## config.mk

```make
export PLATFORM = sky130hd
export DESIGN_NAME = ahb_dma_burst_sched
export DESIGN_NICKNAME = d
export VERILOG_FILES = /design/src/rtl/ahb_dma_pkg.sv /design/src/rtl/ahb_dma_burst_sched_chunk.sv /design/src/rtl/ahb_dma_burst_sched.sv
export SDC_FILE = /design/constraint.sdc
export NUM_CORES = 1
export LEC_CHECK = 0
export ABC_AREA = 1
export CAP_MARGIN = 20
export CORE_ASPECT_RATIO = 1.4
export CORE_MARGIN = 3
export CORE_UTILIZATION = 55
export DETAILED_ROUTE_END_ITERATION = 7
export PLACE_DENSITY = 0.92
export SKIP_LAST_GASP = 1
export SLEW_MARGIN = 25
export SYNTH_ARGS = -nofsm -noshare
export SYNTH_HDL_FRONTEND = slang
export SYNTH_SLANG_ARGS = --single-unit
```

## constraint.sdc

```tcl
create_clock -name hclk -period 8.4 [get_ports hclk]
set_clock_uncertainty 0.2 [all_clocks]
set_input_delay 1.68 -clock hclk [delete_from_list [all_inputs] [get_ports hclk]]
set_output_delay 1.68 -clock hclk [all_outputs]
set_load 0.01 [all_outputs]
```

## src/rtl/ahb_dma_pkg.sv

```systemverilog
// Shared types and constants for the AHB DMA burst scheduler.
// Holds the FSM state enum, HBURST codes, the command record and the burst encoder.
package ahb_dma_pkg;

  typedef enum logic [2:0] {
    ST_IDLE,
    ST_CALC,
    ST_RD_CMD,
    ST_RD_WAIT,
    ST_WR_CMD,
    ST_WR_WAIT
  } sched_st_e;

  localparam logic [2:0] HB_SINGLE = 3'b000;
  localparam logic [2:0] HB_INCR   = 3'b001;
  localparam logic [2:0] HB_INCR4  = 3'b011;
  localparam logic [2:0] HB_INCR8  = 3'b101;
  localparam logic [2:0] HB_INCR16 = 3'b111;

  localparam int unsigned BDY_BYTES    = 1024;
  localparam int          CMD_ADDR_MAX = 64;

  typedef struct packed {
    logic [CMD_ADDR_MAX-1:0] addr;
    logic                    write;
    logic [4:0]              beats;
    logic [2:0]              burst;
  } cmd_t;

  // Fixed-length codes are only legal when the burst start is aligned to its total span.
  function automatic logic [2:0] burst_enc(input logic [4:0] beats, input logic [9:0] addr_lo,
                                           input int unsigned sz);
    logic [9:0] span;
    logic [2:0] enc;
    span = 10'(beats) << sz;
    enc  = HB_INCR;
    if (beats == 5'd1) begin
      enc = HB_SINGLE;
    end else if ((addr_lo & (span - 10'd1)) == 10'd0) begin
      case (beats)
        5'd4:    enc = HB_INCR4;
        5'd8:    enc = HB_INCR8;
        5'd16:   enc = HB_INCR16;
        default: enc = HB_INCR;
      endcase
    end
    burst_enc = enc;
  endfunction

endpackage

```

## src/rtl/ahb_dma_burst_sched_chunk.sv

```systemverilog
// Combinational chunk sizing: min(remaining, MAX_BEATS, 1 KB headroom of src and dst),
// plus the HBURST code for the read and the write burst of that chunk.
module ahb_chunk_calc
  import ahb_dma_pkg::*;
#(
  parameter int LEN_WIDTH = 16,
  parameter int MAX_BEATS = 16,
  parameter int SIZE_LOG2 = 2
) (
  input  logic [LEN_WIDTH-1:0] rem,
  input  logic [9:0]           src_lo,
  input  logic [9:0]           dst_lo,
  output logic [4:0]           beats,
  output logic [2:0]           rd_burst,
  output logic [2:0]           wr_burst
);

  logic [10:0] bdy_src;
  logic [10:0] bdy_dst;
  logic [10:0] lim;

  always_comb begin
    bdy_src = (11'(BDY_BYTES) - {1'b0, src_lo}) >> SIZE_LOG2;
    bdy_dst = (11'(BDY_BYTES) - {1'b0, dst_lo}) >> SIZE_LOG2;
    lim     = 11'(MAX_BEATS);
    if (rem < LEN_WIDTH'(MAX_BEATS)) lim = 11'(rem);
    if (bdy_src < lim) lim = bdy_src;
    if (bdy_dst < lim) lim = bdy_dst;
    beats    = 5'(lim);
    rd_burst = burst_enc(beats, src_lo, SIZE_LOG2);
    wr_burst = burst_enc(beats, dst_lo, SIZE_LOG2);
  end

endmodule

```

## src/rtl/ahb_dma_burst_sched.sv

```systemverilog
// Splits one DMA descriptor into alternating read/write burst commands for the AHB master PE.
//   state    | meaning
//   IDLE     | waiting for a descriptor
//   CALC     | sizing the next chunk
//   RD_CMD   | read burst offered to the PE
//   RD_WAIT  | read burst in flight
//   WR_CMD   | write burst offered to the PE
//   WR_WAIT  | write burst in flight, then advance or finish
module ahb_dma_burst_sched
  import ahb_dma_pkg::*;
#(
  parameter int ADDR_WIDTH = 32,
  parameter int DATA_WIDTH = 32,
  parameter int LEN_WIDTH  = 16,
  parameter int MAX_BEATS  = 16
) (
  input  logic                  hclk,
  input  logic                  hresetn,
  input  logic                  desc_valid,
  output logic                  desc_ready,
  input  logic [ADDR_WIDTH-1:0] desc_src,
  input  logic [ADDR_WIDTH-1:0] desc_dst,
  input  logic [LEN_WIDTH-1:0]  desc_len,
  output logic                  cmd_valid,
  input  logic                  cmd_ready,
  output logic [ADDR_WIDTH-1:0] cmd_addr,
  output logic                  cmd_write,
  output logic [4:0]            cmd_beats,
  output logic [2:0]            cmd_burst,
  output logic [2:0]            cmd_size,
  input  logic                  pe_done,
  input  logic                  pe_err,
  input  logic                  abort,
  output logic                  busy,
  output logic                  done,
  output logic                  err
);

  localparam int SZ = $clog2(DATA_WIDTH / 8);

  sched_st_e             st_q, st_d;
  logic [ADDR_WIDTH-1:0] src_q, dst_q, step;
  logic [LEN_WIDTH-1:0]  rem_q;
  logic [4:0]            chunk_q, calc_beats;
  logic [2:0]            rd_burst_q, wr_burst_q, calc_rd, calc_wr;
  logic                  abort_q, abort_d, done_q, done_d, err_q, err_d;
  logic                  desc_bad;
  cmd_t                  cmd;

  assign step     = ADDR_WIDTH'(chunk_q) << SZ;
  assign desc_bad = (desc_len == '0) || (desc_src[SZ-1:0] != '0) || (desc_dst[SZ-1:0] != '0);

  ahb_chunk_calc #(
    .LEN_WIDTH(LEN_WIDTH),
    .MAX_BEATS(MAX_BEATS),
    .SIZE_LOG2(SZ)
  ) u_calc (
    .rem     (rem_q),
    .src_lo  (src_q[9:0]),
    .dst_lo  (dst_q[9:0]),
    .beats   (calc_beats),
    .rd_burst(calc_rd),
    .wr_burst(calc_wr)
  );

  always_comb begin
    st_d    = st_q;
    done_d  = 1'b0;
    err_d   = 1'b0;
    abort_d = abort_q;
    case (st_q)
      ST_IDLE: begin
        abort_d = 1'b0;
        if (desc_valid) begin
          if (desc_bad) err_d = 1'b1;
          else          st_d  = ST_CALC;
        end
      end
      ST_CALC: begin
        if (abort) begin
          err_d = 1'b1;
          st_d  = ST_IDLE;
        end else begin
          st_d = ST_RD_CMD;
        end
      end
      ST_RD_CMD, ST_WR_CMD: begin
        // An abort arriving with the handshake is deferred until the burst completes.
        if (cmd_ready) begin
          abort_d = abort_q | abort;
          if (st_q == ST_RD_CMD) st_d = ST_RD_WAIT;
          else                   st_d = ST_WR_WAIT;
        end else if (abort) begin
          err_d = 1'b1;
          st_d  = ST_IDLE;
        end
      end
      ST_RD_WAIT, ST_WR_WAIT: begin
        abort_d = abort_q | abort;
        if (pe_err) begin
          err_d = 1'b1;
          st_d  = ST_IDLE;
        end else if (pe_done) begin
          if (abort_q || abort) begin
            err_d = 1'b1;
            st_d  = ST_IDLE;
          end else if (st_q == ST_RD_WAIT) begin
            st_d = ST_WR_CMD;
          end else if (rem_q == LEN_WIDTH'(chunk_q)) begin
            done_d = 1'b1;
            st_d   = ST_IDLE;
          end else begin
            st_d = ST_CALC;
          end
        end
      end
      default: st_d = ST_IDLE;
    endcase
  end

  always_ff @(posedge hclk or negedge hresetn) begin
    if (!hresetn) begin
      st_q       <= ST_IDLE;
      src_q      <= '0;
      dst_q      <= '0;
      rem_q      <= '0;
      chunk_q    <= '0;
      rd_burst_q <= '0;
      wr_burst_q <= '0;
      abort_q    <= 1'b0;
      done_q     <= 1'b0;
      err_q      <= 1'b0;
    end else begin
      st_q    <= st_d;
      abort_q <= abort_d;
      done_q  <= done_d;
      err_q   <= err_d;
      if (st_q == ST_IDLE && desc_valid && !desc_bad) begin
        src_q <= desc_src;
        dst_q <= desc_dst;
        rem_q <= desc_len;
      end
      if (st_q == ST_CALC) begin
        chunk_q    <= calc_beats;
        rd_burst_q <= calc_rd;
        wr_burst_q <= calc_wr;
      end
      if (st_q == ST_WR_WAIT && pe_done && !pe_err) begin
        src_q <= src_q + step;
        dst_q <= dst_q + step;
        rem_q <= rem_q - LEN_WIDTH'(chunk_q);
      end
    end
  end

  always_comb begin
    cmd = '0;
    if (st_q == ST_RD_CMD) begin
      cmd.addr  = CMD_ADDR_MAX'(src_q);
      cmd.beats = chunk_q;
      cmd.burst = rd_burst_q;
    end else if (st_q == ST_WR_CMD) begin
      cmd.addr  = CMD_ADDR_MAX'(dst_q);
      cmd.write = 1'b1;
      cmd.beats = chunk_q;
      cmd.burst = wr_burst_q;
    end
  end

  assign cmd_valid  = (st_q == ST_RD_CMD) || (st_q == ST_WR_CMD);
  assign cmd_addr   = ADDR_WIDTH'(cmd.addr);
  assign cmd_write  = cmd.write;
  assign cmd_beats  = cmd.beats;
  assign cmd_burst  = cmd.burst;
  assign cmd_size   = 3'(SZ);
  assign desc_ready = (st_q == ST_IDLE);
  assign busy       = (st_q != ST_IDLE);
  assign done       = done_q;
  assign err        = err_q;

endmodule

```

==> flow_summary.json <==
{
  "status": "completed",
  "final_hold_viol_count": 0,
  "ys.flop_type": "dfrtp_1",
  "synthCells": 1057,
  "synth_top_area_frac": 0.3217,
  "endpoint_kind": "register",
  "ctsHoldBuffers": 0,
  "grtUsageTotal": 0.3020,
  "dpl_cell_area_um2": 8946,
  "critPathCapture": "wr_burst_q[1]$_DFFE_PN0N_",
  "drtIter0Drc": 601,
  "io_pins": 136,
  "first_pass_iters": 8,
  "synthTopCellsByCount": "nand2_1 (263), inv_1 (154), dfrtp_1 (96)",
  "worstPathRequired_ps": 8490,
  "synthArstFlopShare": 1.000,
  "period_share": 0.6632,
  "slew_headroom": 0.3421,
  "cap_viol_max_count": 0,
  "fmax_mhz": 179.5,
  "power_density_nw_per_um2": 394.2,
  "cts_buffers": 9,
  "cts_sinks": 96,
  "worstReg2RegStart": "src_q[3]$_DFFE_PN0P_",
  "final_cells": 1360,
  "critPathMaxFanout": 10,
  "yosys.cell_count.top_type": "nand2_1",
  "antennaDiodeCount": 0,
  "rows": 49,
  "die_h_um": 143.9,
  "cts_tree": "yes",
  "finalPower_uw": 3645,
  "io_buffers": 132,
  "synth.area.top_cells": "dfrtp_1 (32%), nand2_1 (13%), inv_1 (7.7%), ha_1 (5.5%), o211ai_1 (5.4%)",
  "critPathKind": "register to register",
  "fillers": 1010,
  "maxSlewViolCount": 0,
  "cts_root_buf": "clkbuf_16",
  "tightest_slew_ps": 980.8,
  "viasPerCell": 5.923,
  "cts_setup_buffers": 0,
  "critPathLaunchType": "register",
  "dr_total_vias": 8055,
  "yosys_warnings": 0,
  "htree_levels": 3,
  "dieWidth_um": 104.5,
  "cp_data_arrival_time_ps": 5660,
  "post-route-util": 0.7080,
  "peakVddDrop_uv": 266.9,
  "avgSynthCellArea_um2": 7.066,
  "seq_area_frac_synth": 0.3217,
  "antenna_found_initial": 0,
  "coreArea_um2": 13060,
  "initial_core_util": 0.5719,
  "slowest_stage": "a211oi_2",
  "worstRegToRegCells": 34,
  "cts.clk_slew.worst_paths_ps": 70,
  "grt_pass1_vias": 7846,
  "crit_path_max_incr_delay_ps": 720,
  "final_antenna_net_count": 0,
  "cts_buffer_depth": 2,
  "nets": 1300,
  "cpMostUsedCell": "nand2_1",
  "grt_overflow_total": 0,
  "reg2reg_slack_ps": 2830,
  "cellLeakagePower_uw": 0.004070,
  "drive_above_1_share": 0.07191,
  "setup_viol": 0,
  "grt_max_degree": 74,
  "wl_per_cell_um": 16.73,
  "syn_to_final_growth_pct": 23.79,
  "worstReg2RegEnd": "wr_burst_q[1]$_DFFE_PN0N_",
  "hpwl_um": 16890,
  "cts_resized": 0,
  "dp.cells": 1344,
  "yosysUniqueCellTypes": 47,
  "startpoint": "src_q[3]$_DFFE_PN0P_",
  "gp_congestion": 0.9791,
  "period_needed_ps": 5571,
  "clk_latency_ps": 350,
  "hp-class": "register to register",
  "finalSetupTns_ps": 0,
  "grt_pass1_wl_um": 36560,
  "rsz0062_at_grt": "false",
  "yosys_register_bits": 96,
  "synth_edf_count": 0,
  "drc_errors": 0,
  "yosys.area.top_type": "dfrtp_1",
  "fin_area_um2": 9245,
  "wirelength_um": 22760,
  "syn_area_um2": 7468,
  "die_area_um2": 15030
}
metrics by stage:
stage | hold slack [ps] | setup slack, ps
final | 276.3 | 2829
after global routing | 298.3 | 2273
after CTS | 274.4 | 2821
after detailed placement | 266.2 | 2842
after global placement | 254.1 | 2687
after floorplan | 231.9 | 3526
worst max-delay path: cells and delay by family, from the launching register on:
family / cells / cell delay, ps
buffers and inverters: 4 / 310
AND/OR/NAND/NOR: 19 / 1820
XOR/XNOR: 1 / 160
AO/OA/AOI/OAI: 7 / 1700
flip-flops: 1 / 440
adder cells (fa/ha/maj): 3 / 880
worst min path at each step:
stage	depth (start not counted)	to	slack, ps	from
5_1_grt	1	done$_DFF_PN0_	300	abort_q$_DFFE_PN0P_
4_1_cts	1	done$_DFF_PN0_	270	abort_q$_DFFE_PN0P_
2_1_floorplan	1	done$_DFF_PN0_	230	abort_q$_DFFE_PN0P_
3_3_place_gp	1	done$_DFF_PN0_	250	abort_q$_DFFE_PN0P_
3_5_place_dp	1	done$_DFF_PN0_	270	abort_q$_DFFE_PN0P_
6_report	1	done$_DFF_PN0_	280	abort_q$_DFFE_PN0P_
layout make-up:
cell class,instances,area (µm²),area share
Multi-Input combinational cell,773,4360,0.4716
Sequential cell,96,2402,0.2598
Timing Repair Buffer,138,1364,0.1475
Inverter,159,596.8,0.06456
Clock buffer,11,242.7,0.02626
Tap cell,178,222.7,0.02409
Clock inverter,5,56.30,0.006090
state kept, by name, summed over array words and instances (netlist names):
signal,count
st_q,3
wr_burst_q,2
chunk_q,5
abort_q,1
rem_q,16
done,1
err,1
dst_q,32
rd_burst_q,3
src_q,32
kinds of logic after synthesis:
| group | Yosys count | share of synthesized area |
|---|---|---|
| AOI/OAI and AO/OA | 202 | 0.1769 |
| xor gates and xnor gates | 21 | 0.02463 |
| adders and majority gates | 36 | 0.06333 |
| buffers and inverters | 193 | 0.09935 |
| DFF | 96 | 0.3217 |
| other | 2 | 0.001006 |
| and+or+nand+nor | 507 | 0.3131 |
metal layers:
metal / routed length, µm / GRT usage / share of wire
met1: 8480 / 0.3524 / 0.37
met5: 0 / 0 / 0
met3: 1660 / 0.04944 / 0.073
met2: 11350 / 0.5204 / 0.50
met4: 1268 / 0.1884 / 0.056
layout by cell type (no fill, tap or decap), types with 16 or more instances in the layout:
master and n:
o211ai_1 54, clkdlybuf4s50_1 131, nor2_1 79, o221ai_1 16, xor2_1 21, o22ai_1 28
nand2_1 262, ha_1 33, nand3_1 67, nand4_1 21, inv_1 153, dfrtp_1 96
a21oi_1 34, o21ai_0 44
where the power goes:
part           switching, µW  internal [µW]
combinational           1450            867
sequential               233            675
clock                    178            239
Note: power is estimated with default switching activity, not from simulation.
